[config.mk]
export PLATFORM = sky130hd
export DESIGN_NAME = pwm_key_multi
export DESIGN_NICKNAME = d
export VERILOG_FILES = /design/src/rtl/pwm_key_multi.sv
export SDC_FILE = /design/constraint.sdc
export NUM_CORES = 1
export LEC_CHECK = 0
export BUFFER_PORTS_ARGS = -buffer_cell sky130_fd_sc_hd__buf_4
export CORE_ASPECT_RATIO = 1.4
export CORE_UTILIZATION = 60
export CTS_CLUSTER_SIZE = 24
export DETAILED_ROUTE_END_ITERATION = 7
export PLACE_DENSITY = 0.8
export SLEW_MARGIN = 10
export SYNTH_ARGS = -nofsm -noshare
export SYNTH_HDL_FRONTEND = slang
export SYNTH_SLANG_ARGS = --single-unit
[constraint.sdc]
create_clock -name clk -period 4.65 [get_ports clk]
set_input_delay 0.93 -clock clk [delete_from_list [all_inputs] [get_ports clk]]
set_output_delay 0.93 -clock clk [all_outputs]
set_load 0.02 [all_outputs]
[src/rtl/pwm_key_multi.sv]
// Multi-channel key-controlled PWM: per-channel up/down keys step a pending duty,
// which is copied into the active duty at each period boundary of a shared counter.
module pwm_key_multi #(
    parameter int N_CH      = 2,
    parameter int CNT_W     = 4,
    parameter int PERIOD    = 10,
    parameter int STEP      = 2,
    parameter int INIT_DUTY = 0,
    parameter int WRAP      = 0
) (
    input  logic                   clk,
    input  logic                   rst_n,
    input  logic [N_CH-1:0]        key_up,
    input  logic [N_CH-1:0]        key_dn,
    output logic [N_CH-1:0]        pwm_out,
    output logic [N_CH*CNT_W-1:0]  duty,
    output logic                   period_start
);

    localparam logic [CNT_W:0]   PERIOD_X = (CNT_W+1)'(PERIOD);
    localparam logic [CNT_W:0]   STEP_X   = (CNT_W+1)'(STEP);
    localparam logic [CNT_W-1:0] PERIOD_C = CNT_W'(PERIOD);
    localparam logic [CNT_W-1:0] LAST_C   = CNT_W'(PERIOD - 1);
    localparam logic [CNT_W-1:0] INIT_C   = CNT_W'(INIT_DUTY);

    logic [N_CH-1:0]  upMeta_q, upSync_q, upPrev_q;
    logic [N_CH-1:0]  dnMeta_q, dnSync_q, dnPrev_q;
    logic [N_CH-1:0]  upEvent, dnEvent;
    logic [CNT_W-1:0] cnt_q, cnt_d;
    logic             cntLast;
    logic             periodStart_q;

    // Two-flop synchronisers followed by a delay flop for rising-edge detection.
    always_ff @(posedge clk or negedge rst_n) begin
        if (!rst_n) begin
            upMeta_q <= '0;
            upSync_q <= '0;
            upPrev_q <= '0;
            dnMeta_q <= '0;
            dnSync_q <= '0;
            dnPrev_q <= '0;
        end else begin
            upMeta_q <= key_up;
            upSync_q <= upMeta_q;
            upPrev_q <= upSync_q;
            dnMeta_q <= key_dn;
            dnSync_q <= dnMeta_q;
            dnPrev_q <= dnSync_q;
        end
    end

    assign upEvent = upSync_q & ~upPrev_q;
    assign dnEvent = dnSync_q & ~dnPrev_q;

    assign cntLast = (cnt_q == LAST_C);
    assign cnt_d   = cntLast ? '0 : cnt_q + 1'b1;

    always_ff @(posedge clk or negedge rst_n) begin
        if (!rst_n) begin
            cnt_q         <= '0;
            periodStart_q <= 1'b0;
        end else begin
            cnt_q         <= cnt_d;
            periodStart_q <= (cnt_q == '0);
        end
    end

    assign period_start = periodStart_q;

    for (genvar i = 0; i < N_CH; i++) begin : gCh
        logic [CNT_W-1:0] pending_q, pending_d;
        logic [CNT_W-1:0] active_q, active_d;
        logic [CNT_W:0]   sumX, diffX;
        logic             pwm_q, pwm_d;

        // One extra bit exposes overflow past PERIOD and underflow below zero.
        assign sumX  = {1'b0, pending_q} + STEP_X;
        assign diffX = {1'b0, pending_q} - STEP_X;

        always_comb begin
            pending_d = pending_q;
            if (upEvent[i] && !dnEvent[i]) begin
                if (sumX > PERIOD_X) begin
                    pending_d = (WRAP != 0) ? '0 : PERIOD_C;
                end else begin
                    pending_d = sumX[CNT_W-1:0];
                end
            end else if (dnEvent[i] && !upEvent[i]) begin
                if (diffX[CNT_W]) begin
                    pending_d = (WRAP != 0) ? PERIOD_C : '0;
                end else begin
                    pending_d = diffX[CNT_W-1:0];
                end
            end
            active_d = cntLast ? pending_d : active_q;
            pwm_d    = (cnt_q < active_q);
        end

        always_ff @(posedge clk or negedge rst_n) begin
            if (!rst_n) begin
                pending_q <= INIT_C;
                active_q  <= INIT_C;
                pwm_q     <= 1'b0;
            end else begin
                pending_q <= pending_d;
                active_q  <= active_d;
                pwm_q     <= pwm_d;
            end
        end

        assign pwm_out[i]                = pwm_q;
        assign duty[i*CNT_W +: CNT_W]    = active_q;
    end

endmodule

==> out/qor.txt <==
FLOORPLANNING
------------------------------------------------------------------------------------
Die area                                                                    2910 µm²
Die height                                                                   63.5 µm
Core region area                                                            2470 µm²
Cell row count                                                                    21
Die width                                                                    45.9 µm
Initial Util                                                                   65.6%
Count of boundary I/O pins                                                        17

GLOBAL ROUTING
------------------------------------------------------------------------------------
Number of antenna violations at the first check in global routing                  0
GRT Overall Usage                                                              22.4%
Global-route wire length before repair                                       4.70 mm
Pin count of the biggest net entering global routing                              36
Residual overflow from global routing                                              0
Via count of the first global-routing pass                                      1095

CRITICAL PATH
------------------------------------------------------------------------------------
Crit-path cells                                                                buf_4
Startpoint kind of the worst setup timing path                              register
Count of buffering cells on the critical path with inverters included              1
Required time reported for the critical path endpoint                        3720 ps
Crit path DAT                                                                 910 ps
Worst setup path class                                                    reg -> out
Stage delay of the slowest cell on the critical path                          420 ps
Largest fanout of any net on the critical path                                     3
Crit end category                                                        output port
Largest delay contributor family on the critical path                     flip-flops
Slowest stage cell on the critical path                                      dfrtp_1

DRT
------------------------------------------------------------------------------------
Metal2 WL                                                                    1.37 mm
Total iterations of the first detailed-routing run                                 4
Top routing layer used                                                          met4
Amount of wire on met3 after detailed routing                                 107 µm
Total length of routed wires                                                 2.71 mm
Total vias in the final route                                                   1150
Post-route antenna net violation count                                             0
Mean routed wirelength per cell                                              13.6 µm
Final routed DRC violation total                                                   0
Detailed-route vias per instance                                                5.78
Met1 Wirelength                                                              1.18 mm
DRC marker count from the first detailed-route iteration                          17

LOGIC SYNTHESIS
------------------------------------------------------------------------------------
Leading register cell type out of synthesis                                  dfrtp_1
Area of the mapped netlist                                                  1620 µm²
Mean cell area of the mapped netlist                                        11.3 µm²
Sequential-to-total area share from yosys stat                                 54.1%
Total of warnings raised by yosys                                                  0
Post-synth top area share                                                      54.1%
Flip-flop and latch count after synthesis                                         35
Library cells used by synthesis                                                   40
Top cells by area in the synthesized netlist                            dfrtp_1, ha_1, mux2_2
Cell taking the most area after synthesis                                    dfrtp_1
Net Count, Synth                                                                 159
Share of flip-flops with an asynchronous set or reset after synthesis           100%
Number of instances in the synthesized netlist                                   143
Count of flip-flops with a built-in enable after synthesis                         0

STA
------------------------------------------------------------------------------------
Highest Clock Rate                                                         0.545 GHz
Period utilization                                                             39.5%
Minimum period implied by the final worst setup slack                        1840 ps
Actual transition at the worst max-transition pin                             466 ps
Unrepaired setup endpoints after global routing                                   no
Hold Fails Final Rpt                                                               0
Worst clock skew                                                             5.42 ps
Relative max-transition margin                                                 68.8%
Setup Total Neg Slack                                                           0 ps
Min Hold Slack                                                                357 ps
Number of max-slew violations in the final report                                  0
Number of failing setup endpoints in the final timing report                       0

LAYOUT
------------------------------------------------------------------------------------
Ratio of cells with drive above 1 in the final layout                          23.6%
Final instance area                                                         1820 µm²
Synth-to-layout area growth                                                    12.4%
Fill cell count                                                                  186
Antenna cells                                                                      0
Layout net count                                                                 180

CTS
------------------------------------------------------------------------------------
# resized after CTS                                                                0
TritonCTS Buffers                                                                  5
Worst-Skew Late Latency                                                       320 ps
Post-CTS Repair Setup Buffers                                                      0
Sink Count                                                                        35
Clk slew on worst S/H paths                                                   100 ps
Maximum level of the CTS H-tree                                                    2
CTS tree                                                                         yes
Clock tree root buffer cell                                                 clkbuf_4
Clock Path Buffers                                                                 2
Number of buffers inserted by hold repair at cts                                   0

WORST HOLD PATH
------------------------------------------------------------------------------------
Type of the tightest min-delay check                                      reg -> reg

FLOW RUN
------------------------------------------------------------------------------------
Number of maximum-capacitance violations                                           0

PLACE
------------------------------------------------------------------------------------
Standard cell area after detailed placement                                 1770 µm²
PortBufs                                                                          16
Placed wire-length estimate                                                  2.02 mm
Final estimated routing congestion in global placement                         0.718

STATUS
------------------------------------------------------------------------------------
Run status                                                              finished clean

POWER AND IR DROP
------------------------------------------------------------------------------------
P_leak                                                                   0.000897 µW
Cell area power density                                                   502 nW/µm²
Worst IR Drop VDD                                                             305 µV

registers in the layout, summed over array words and instances (netlist names):
signal	cells
upPrev_q	2
gCh.pending_q	8
gCh.active_q	8
dnSync_q	2
gCh.pwm_q	2
dnMeta_q	2
period_start	1
dnPrev_q	2
upSync_q	2
upMeta_q	2
cnt_q	4
final cells by class:
type	instances	area (µm²)	area share, %
Clock buffer	5	37.5	2.06
Clock inverter	3	15.0	0.825
Timing Repair Buffer	16	120	6.60
Inverter	13	48.8	2.68
Tap cell	34	42.5	2.34
Multi-Input combinational cell	93	679	37.3
Sequential cell	35	876	48.1
path summary, 6_finish.rpt:
| kind | start | endpoint | slack, ps | cells after the start |
|---|---|---|---|---|
| worst min register to register | upMeta_q[1]$_DFF_PN0_ | upSync_q[1]$_DFF_PN0_ | 360 | 0 |
| worst max-delay path | gCh[1].active_q[1]$_DFFE_PN0N_ | duty[5] | 2810 | 1 |
| min in group asynchronous | rst_n | gCh[1].pending_q[0]$_DFF_PN0_ | 530 | 1 |
| worst max register to register | gCh[0].pending_q[1]$_DFF_PN0_ | gCh[0].active_q[1]$_DFFE_PN0N_ | 2840 | 7 |
| max in group asynchronous | rst_n | gCh[0].pwm_q$_DFF_PN0_ | 3820 | 1 |
| worst min-delay path | upMeta_q[1]$_DFF_PN0_ | upSync_q[1]$_DFF_PN0_ | 360 | 0 |
routing by layer:
metal | vias to the layer above | global-route usage, %
met2 | 30 | 34.9
met3 | 9 | 6.30
met4 | 0 | 8.46
met1 | 562 | 28.9
li1 | 549 | -
met5 | - | 0
power breakdown:
part / switching [µW] / internal, µW
clock: 93.7 / 56.2
sequential: 67.2 / 365
combinational: 180 / 150
total: 341 / 572
kinds of logic (layout without fill, tap and decap cells):
| family | count (synthesis) | count (layout) | share of synthesized area [%] |
|---|---|---|---|
| simple gates | 42 | 42 | 14.8 |
| flops | 35 | 35 | 54.1 |
| compound gates | 32 | 32 | 13.1 |
| mux | 8 | 8 | 5.72 |
| fa+ha+maj | 10 | 10 | 7.73 |
| buf+inv | 15 | 37 | 3.94 |
| xor+xnor | 1 | 1 | 0.541 |
synth_stat cells, drive strengths merged, types with 2 or more instances:
| cell type | number |
|---|---|
| a21boi | 3 |
| a21oi | 6 |
| a31oi | 5 |
| buf | 2 |
| dfrtp | 35 |
| ha | 10 |
| inv | 13 |
| mux2 | 7 |
| nand2 | 11 |
| nand2b | 5 |
| nand3 | 5 |
| nor2 | 7 |
| nor2b | 2 |
| nor3 | 5 |
| nor4 | 2 |
| o211a | 2 |
| o21ai | 9 |
layout by cell type (no fill, tap or decap), types with 5 or more instances in the layout:
master / Yosys / layout
dfrtp_1: 35 / 35
buf_4: 2 / 16
inv_1: 11 / 11
nand2_1: 11 / 11
ha_1: 10 / 10
o21ai_0: 7 / 7
nor2_1: 6 / 6
a21oi_1: 6 / 6
mux2_2: 6 / 6
a31oi_1: 5 / 5
nand3_1: 5 / 5
clkbuf_4: 0 / 5
through the flow:
step,power (µW),setup WS (ps),std cells,util (%)
after floorplan,662,3020,143,-
after global placement,745,2930,191,71.5
after detailed placement,768,2870,191,71.5
after CTS,920,2800,199,73.7
after global routing,981,2670,199,73.7
final,913,2810,199,73.7
Power figures use the tool's default switching activity.
